## config.mk

```make
export PLATFORM = sky130hd
export DESIGN_NAME = afifo_rd_prefetch
export DESIGN_NICKNAME = d
export VERILOG_FILES = /design/src/rtl/afifo_pkg.sv /design/src/rtl/afifo_rd_prefetch.sv
export SDC_FILE = /design/constraint.sdc
export NUM_CORES = 1
export LEC_CHECK = 0
export CAP_MARGIN = 20
export CORE_MARGIN = 5
export CORE_UTILIZATION = 37
export DETAILED_ROUTE_END_ITERATION = 7
export PLACE_DENSITY = 0.68
export REMOVE_ABC_BUFFERS = 1
export SYNTH_ARGS = -nofsm -noshare
export SYNTH_HDL_FRONTEND = slang
export SYNTH_SLANG_ARGS = --single-unit
```

## constraint.sdc

```tcl
create_clock -name clk -period 3.57 [get_ports clk]
set_input_delay 0.5355 -clock clk [delete_from_list [all_inputs] [get_ports clk]]
set_output_delay 0.5355 -clock clk [all_outputs]
set_load 0.005 [all_outputs]
```

## src/rtl/afifo_pkg.sv

```systemverilog
// rtl/afifo_pkg.sv - shared constants and counter-width helper for the async FIFO read side
`timescale 1ns/1ps
package afifo_pkg;

   localparam int AFIFO_DW = 24;

   // Occupancy counters must represent the value DEPTH itself, hence the extra bit.
   function automatic int cnt_width(input int depth);
      return $clog2(depth) + 1;
   endfunction

endpackage

```

## src/rtl/afifo_rd_prefetch.sv

```systemverilog
// rtl/afifo_rd_prefetch.sv - turns the FIFO pop/next-cycle-vld read port into a valid/ready stream
// A small register-file buffer is popped autonomously while credit remains.
`timescale 1ns/1ps
module afifo_rd_prefetch
   import afifo_pkg::*;
#(
   parameter int DW    = AFIFO_DW,
   parameter int DEPTH = 4,
   parameter int CW    = cnt_width(DEPTH)
) (
   input  logic          clk,
   input  logic          rst,
   input  logic          fifo_empty,
   output logic          fifo_pop,
   input  logic          fifo_vld,
   input  logic [DW-1:0] fifo_data,
   output logic          out_valid,
   input  logic          out_ready,
   output logic [DW-1:0] out_data,
   output logic [CW-1:0] level,
   output logic          err
);

   localparam int            AW         = $clog2(DEPTH);
   localparam logic [CW-1:0] FULL_CNT   = CW'(DEPTH);
   localparam logic [CW:0]   CREDIT_LIM = (CW + 1)'(DEPTH);

   logic [DW-1:0] mem_q [DEPTH];
   logic [DW-1:0] mem_d [DEPTH];
   logic [AW-1:0] wp_q, wp_d;
   logic [AW-1:0] rp_q, rp_d;
   logic [CW-1:0] cnt_q, cnt_d;
   logic          inflight_q, inflight_d;
   logic          err_q, err_d;

   logic [CW:0]   occ;
   logic          out_fire;
   logic          full;
   logic          spurious;
   logic          overflow;
   logic          wr_en;

   // Credit counts words already stored plus the one whose read data is still on its way.
   always_comb begin
      occ       = {1'b0, cnt_q} + {{CW{1'b0}}, inflight_q};
      fifo_pop  = !fifo_empty && !rst && (occ < CREDIT_LIM);
      out_valid = (cnt_q != '0);
      out_data  = mem_q[rp_q];
      level     = cnt_q;
      err       = err_q;
   end

   always_comb begin
      out_fire = out_valid && out_ready;
      full     = (cnt_q == FULL_CNT);
      spurious = fifo_vld && !inflight_q;
      overflow = fifo_vld && full && !out_fire;
      wr_en    = fifo_vld && !spurious && !overflow;

      mem_d      = mem_q;
      wp_d       = wp_q;
      rp_d       = rp_q;
      cnt_d      = cnt_q;
      inflight_d = fifo_pop;
      err_d      = err_q || spurious || overflow;

      if (wr_en) begin
         mem_d[wp_q] = fifo_data;
         wp_d        = wp_q + AW'(1);
      end
      if (out_fire) begin
         rp_d = rp_q + AW'(1);
      end

      // A dropped word leaves cnt alone; a simultaneous write and read cancel out.
      case ({wr_en, out_fire})
         2'b10:   cnt_d = cnt_q + CW'(1);
         2'b01:   cnt_d = cnt_q - CW'(1);
         default: cnt_d = cnt_q;
      endcase
   end

   always_ff @(posedge clk or posedge rst) begin
      if (rst) begin
         for (int i = 0; i < DEPTH; i++) begin
            mem_q[i] <= '0;
         end
         wp_q       <= '0;
         rp_q       <= '0;
         cnt_q      <= '0;
         inflight_q <= 1'b0;
         err_q      <= 1'b0;
      end else begin
         mem_q      <= mem_d;
         wp_q       <= wp_d;
         rp_q       <= rp_d;
         cnt_q      <= cnt_d;
         inflight_q <= inflight_d;
         err_q      <= err_d;
      end
   end

endmodule

```

==> impl_results.md, run 1 <==
* Outcome: finished, final reports clean
* CTS tree: built
* Skew final at 0.00743 ns
* Fin Setup TNS at 0 ns
* Pin count of the biggest net entering global routing at 56
* Flops & latches, synth at between 100 and 150
* Max-Cap Viols at 0
* Vias at between 2,000 and 3,000
* WP data required at approximately 3.0 ns
* Die width at ~120 um
* Worst hold start: err
* CTS Buf Count at 9
* Layout cell share with drive strength beyond 1 at 0.443
* DRT antenna net count at 0
* Final slew viol count at 0
* Mapped Cells at 275
* Post-layout net count at 375
* H-tree depth at 3
* GPL Wtd Cong at between 0.6 and 0.7
* Least-Margin Pin Slew at 0.914 ns
* Crit path kind: reg2out
* R2r setup slk at roughly 1.3 ns
* Global Route met2 Usage at 0.217
* Vias in the first global route at 2,851
* Synthesized area per cell at ~17 um^2
* Latest clock arrival within the worst-skew pair at 0.35 ns
* Worst Reg2Reg Path Length in Cells at 10
* # Post-CTS Setup Buffers at 0
* I/O pin count at a little under 60
* Total GRT Usage at 0.134
* Power Density at 837 nW/um^2
* Clock buffer depth at 2
* Routed wire per std cell at 17.8 um
* Rows at 41
* Router iterations before antenna repair at 4
* Synth warn at 0
* Die H at between 100 and 150 um
* Clock-pin slew on the worst setup and hold paths at about 0.070 ns
* HP Class: reg2reg
* Relative slew slack at 0.391
* Core Area at between 10,000 and 15,000 um^2
* Peak supply drop at about 0.52 mV
* Setup violators final at 0
* Largest stage delay, worst path at 0.97 ns
* Sequential element share of the synthesized area at 0.562
* First-pass GRT wire length at around 15,000 um
* Final WS setup at around 0.62 ns
* DRC Markers at 0
* Hold buffer count at cts at 0
* Yosys cell types at 23
* Area Overhead vs Synth at 23.3%
* Post-cts resize count at 0
* FMAX at about 0.34 GHz
* Worst hold stages at 1
* WL final at a little over 9000 um
* CP cell instances: mux4_2, clkdlybuf4s50_1
* Root buffer cell: clkbuf_16
* Initial DRC Count at ~120
* Initial antenna violation count at 0
* Global Route met3 Usage at 0.0373
* Clock period minus worst slack at 2.95 ns
* DP Worst Slack at roughly 0.79 ns
* Slowest CP cell: dfrtp_2
* Capturing point of the worst reg2reg path: level[2]
* GR peak layer: met2
* Unrepaired setup endpoints after global routing: false
* Vias per std cell at about 4.9
* Reg2reg start: level[0]
* Input/output buffers at 58
* CP Capture Type: output pin
* DP HPWL at between 5000 and 6000 um
* Final hold vios at 0
* CP max FO at 26
* Initial Util at 0.374
* Fin crit share at 0.826
* N_diodes at 0
* GR Layer Usage met1 at 0.171
* Worst Hold End: err
* Die ar. at around 15,000 um^2
* Post-Syn Area at roughly 4700 um^2
* CTS sink count at 105
* CP Launch Type: flip-flop
* Leak at 2.47 nW
* GRT overflow at 0
* Crit path DAT at 2.41 ns
## critical path, delay by kind of cell (launching register included)
kind,cells,cell delay (ns)
flip-flops,1,0.97
multiplexers,1,0.62
buffers and inverters,1,0.47
## sequential cells by signal, indices dropped and copies added, names as in the netlist
signal	cells
mem_q	96
level	3
rp_q	2
wp_q	2
err	1
inflight_q	1
## per-stage QoR
stage	utilization	cells	total power, mW	area (um^2)	hold WS [ns]
global route	0.461	517	5.15	5770	0.492
detailed placement	0.438	501	3.96	5490	0.445
global placement	0.438	501	3.90	5490	0.459
floorplan	-	261	3.09	4560	0.451
finish	0.461	517	4.83	5770	0.471
CTS	0.461	517	4.92	5770	0.472
## cells in the mapped netlist
cell      number  area share
nor3b_2        4       0.011
mux2i_1        1      0.0021
buf_6          8       0.019
xnor2_1        3      0.0056
fa_1           1      0.0043
nor4b_4        1      0.0051
mux2_2        97        0.23
clkbuf_1       2      0.0016
o31a_1         1      0.0019
nand2b_1       1      0.0013
xor2_1         3      0.0056
ha_1           5       0.013
dfrtp_1      105        0.56
nand2_1        2      0.0016
inv_1          7      0.0056
and3_1         1      0.0013
mux4_2        24        0.12
or3_1          1      0.0013
buf_2          3      0.0032
buf_1          1     0.00080
nor4_1         1      0.0013
nor2_1         2      0.0016
a21o_1         1      0.0016
## where the power goes
part / internal [mW] / total, mW / switching, mW
clock network: 0.510 / 0.937 / 0.427
registers: 1.71 / 2.10 / 0.393
logic: 1.28 / 1.79 / 0.511
total: 3.50 / 4.83 / 1.33
## layout make-up
cell class              instances  area [um^2]
clock buffers                  12          256
repair buffers                 68          681
multi-input cells             149         1930
clock inverters                 4         27.5
well taps                     172          215
fillers                      1132         6750
flip-flops and latches        105         2630
inverters                       7         28.8
## how the worst max path moves through the flow
stage | startpoint | to | slack [ns] | cells after the start
4_1_cts | rp_q[0] | out_data[22] | 0.53 | 2
3_3_place_gp | out_ready | level[2] | 0.89 | 11
3_5_place_dp | out_ready | level[2] | 0.79 | 11
5_1_grt | rp_q[0] | out_data[6] | 0.47 | 2
2_1_floorplan | rst | err | 0.27 | 1
6_report | rp_q[0] | out_data[6] | 0.62 | 2
## cell families after synthesis
group / after synthesis / share of synthesized area
flops: 105 / 0.562
fa+ha+maj: 6 / 0.0177
mux: 122 / 0.351
compound gates: 2 / 0.00348
buf+inv: 21 / 0.0305
xor+xnor: 6 / 0.0112
simple gates: 13 / 0.0243
## routing by layer
metal	routed length (um)	vias to the layer above	part of all wire
li1	-	1140	-
met1	4130	1340	0.45
met2	4530	56	0.49
met3	354	11	0.039
met4	164	0	0.018
met5	0	-	0
## layout by cell type (no fill, tap or decap), drive strengths merged
master | Yosys | layout
xnor2 | 3 | 3
buf | 12 | 10
ha | 5 | 5
nor2 | 2 | 2
nor3b | 4 | 4
nor4b | 1 | 1
xor2 | 3 | 3
fa | 1 | 1
mux2 | 97 | 97
o31a | 1 | 1
and3 | 1 | 1
clkbuf | 2 | 12
clkinv | 0 | 1
clkinvlp | 0 | 3
nor4 | 1 | 1
clkdlybuf4s50 | 0 | 58
mux4 | 24 | 24
or3 | 1 | 1
dfrtp | 105 | 105
inv | 7 | 7
a21o | 1 | 1
nand2 | 2 | 2
nand2b | 1 | 1
mux2i | 1 | 1
No activity file was read; power rests on OpenSTA's default activity.
==> run 2, diff against run 1 <==
==> constraint.sdc (replaced) <==
create_clock -name clk -period 2.9 [get_ports clk]
set_input_delay 0.435 -clock clk [delete_from_list [all_inputs] [get_ports clk]]
set_output_delay 0.435 -clock clk [all_outputs]
set_load 0.005 [all_outputs]
==> impl_results.md, run 2 (same netlist as run 1, synthesis figures left out) <==
* Crit path DAT at 2.18 ns (-0.23 ns)
* Clock period minus worst slack at 2.62 ns
* Area Overhead vs Synth at 25.5%
* Final hold vios at 0 (unchanged)
* Initial antenna violation count at 0 (unchanged)
* Post-Place Cells at 506 (+1.0%)
* Reg2reg start: level[0]
* Relative slew slack at 0.721 (+0.330)
* Hold buffer count at cts at 0 (unchanged)
* Layout cell share with drive strength beyond 1 at 0.451 (+0.00795)
* CP Launch Type: flip-flop
* Vias at 2,561 (+0.55%)
* Fin crit share at 0.903
* H-tree depth at 3 (unchanged)
* CTS sink count at 105 (unchanged)
* CP Capture Type: output pin
* Root buffer cell: clkbuf_16
* DP HPWL at 6210 um (+5.3%)
* Pin count of the biggest net entering global routing at 45 (-20%)
* Core Area at 12,500 um^2 (unchanged)
* R2r setup slk at 0.81 ns (-0.49 ns)
* Peak supply drop at 0.509 mV (-2.2%)
* Vias in the first global route at 2,949 (+3.4%)
* Worst Reg2Reg Path Length in Cells at 9 (-1)
* Router iterations before antenna repair at 4 (unchanged)
* CP max FO at 17 (-35%)
* Total GRT Usage at 0.138 (+0.00419)
* Capturing point of the worst reg2reg path: level[2]
* GRT overflow at 0 (unchanged)
* CTS Buf Count at 9 (unchanged)
* Power Density at 1060 nW/um^2 (+27%)
* Die H at 122 um (unchanged)
* Overall power at 6.24 mW (+29%)
* Most frequent cells in the layout: dfrtp_1, mux2_2, clkdlybuf4s50_1, mux4_2, buf_4
* Rows at 41 (unchanged)
* Leak at 2.53 nW (+2.5%)
* Setup violators final at 0 (unchanged)
* WP data required at 2.47 ns (-0.56 ns)
* N_diodes at 0 (unchanged)
* Die width at 122 um (unchanged)
* Clock-pin slew on the worst setup and hold paths at 0.07 ns (about the same)
* Switching power at 1.66 mW (+24%)
* Final slew viol count at 0 (unchanged)
* Final core utilization at 0.469 (+0.00790)
* HP Class: in2async
* Max reg flops at 96 (unchanged)
* Outcome: finished, final reports clean
* Die ar. at 15,000 um^2 (unchanged)
* Routed wire per std cell at 17.7 um (-0.56%)
* DRC Markers at 0 (unchanged)
* # Post-CTS Setup Buffers at 0 (unchanged)
* FMAX at about 0.38 GHz
* Initial DRC Count at 114 (-2.6%)
* Skew final at 0.00752 ns (+0.0000889 ns)
* Flop pwr share at 0.400 (-0.035)
* Latest clock arrival within the worst-skew pair at 0.34 ns (about the same)
* Largest reg by FF count: mem_q
* Cell-internal power at 4.59 mW (+31%)
* Post-cts resize count at 0 (unchanged)
* Max-Cap Viols at 0 (unchanged)
* Most common cell after layout, fill and taps aside: dfrtp_1
* Switching Share at 0.265 (-0.0101)
* Comb pwr share at 0.378 (+0.007)
* Least-Margin Pin Slew at 0.419 ns (-0.495 ns)
* WL final at 9220 um (+0.40%)
* Fillers at 1,165 (+2.9%)
* Input/output buffers at 58 (unchanged)
* I/O pin count at 59 (unchanged)
* Clock buffer depth at 2 (unchanged)
* CTS tree: built
* Vias per std cell at 4.91 (-0.41%)
* Post-Layout Cell Count at 522 (+0.97%)
* Unrepaired setup endpoints after global routing: false
* Placed instance area at 5520 um^2 (+0.68%)
* Fin area at 5870 um^2 (+1.7%)
* GPL Wtd Cong at 0.683 (-2.3%)
* Crit path kind: reg2out
* First-pass GRT wire length at 15,800 um (+4.2%)
* Clock Power Share at 0.222 (+0.028)
* Initial Util at 0.374 (unchanged)
* Post-layout net count at 380 (+1.3%)
* DRT antenna net count at 0 (unchanged)
## run 2: worst max-delay path by stage
| stage | start | end | slack, ns | cells after the start |
|---|---|---|---|---|
| floorplan | rst | err | -0.30 | 1 |
| global placement | out_ready | level[2] | 0.52 | 10 |
| detailed placement | out_ready | level[2] | 0.44 | 10 |
| CTS | rp_q[0] | out_data[9] | 0.21 | 3 |
| global route | rp_q[0] | out_data[9] | 0.16 | 3 |
| finish | rp_q[0] | out_data[9] | 0.28 | 3 |
## run 2: power by group through the flow
stage,Combinational [mW],Sequential [mW],Clock [mW]
2_1_floorplan,1.32,2.48,0
3_3_place_gp,2.35,2.49,0
3_5_place_dp,2.40,2.54,0
4_1_cts,2.42,2.51,1.43
5_1_grt,2.57,2.60,1.49
6_report,2.36,2.50,1.38
## run 2: cell type report
| class | count | area [um^2] | area share |
|---|---|---|---|
| clock buffer | 11 | 243 | 0.0414 |
| clock inverter | 5 | 103 | 0.0175 |
| inverter | 7 | 28.8 | 0.00490 |
| multi-input combinational | 149 | 1930 | 0.329 |
| sequential | 105 | 2630 | 0.448 |
| tap | 172 | 215 | 0.0367 |
| timing repair buffer | 73 | 718 | 0.122 |
## run 2: worst max-delay path, cell delays in order (launching register included)
cell and delay [ns]:
dfrtp_2 0.58, buf_12 0.24, mux4_2 0.53, clkdlybuf4s50_1 0.47
## run 2: layer usage
metal / vias up / track usage / routed length (um)
met5: - / 0 / 0
met2: 46 / 0.222 / 4520
met1: 1356 / 0.181 / 4260
met3: 9 / 0.0396 / 331
met4: 0 / 0.0420 / 112
li1: 1150 / - / -
## run 2: metrics by stage
stage / hold slack, ns / worst slack, ns / setup TNS (ns)
floorplan: 0.451 / -0.296 / -31.03
global placement: 0.450 / 0.518 / 0
detailed placement: 0.446 / 0.445 / 0
CTS: 0.454 / 0.206 / 0
global route: 0.475 / 0.156 / 0
finish: 0.458 / 0.280 / 0
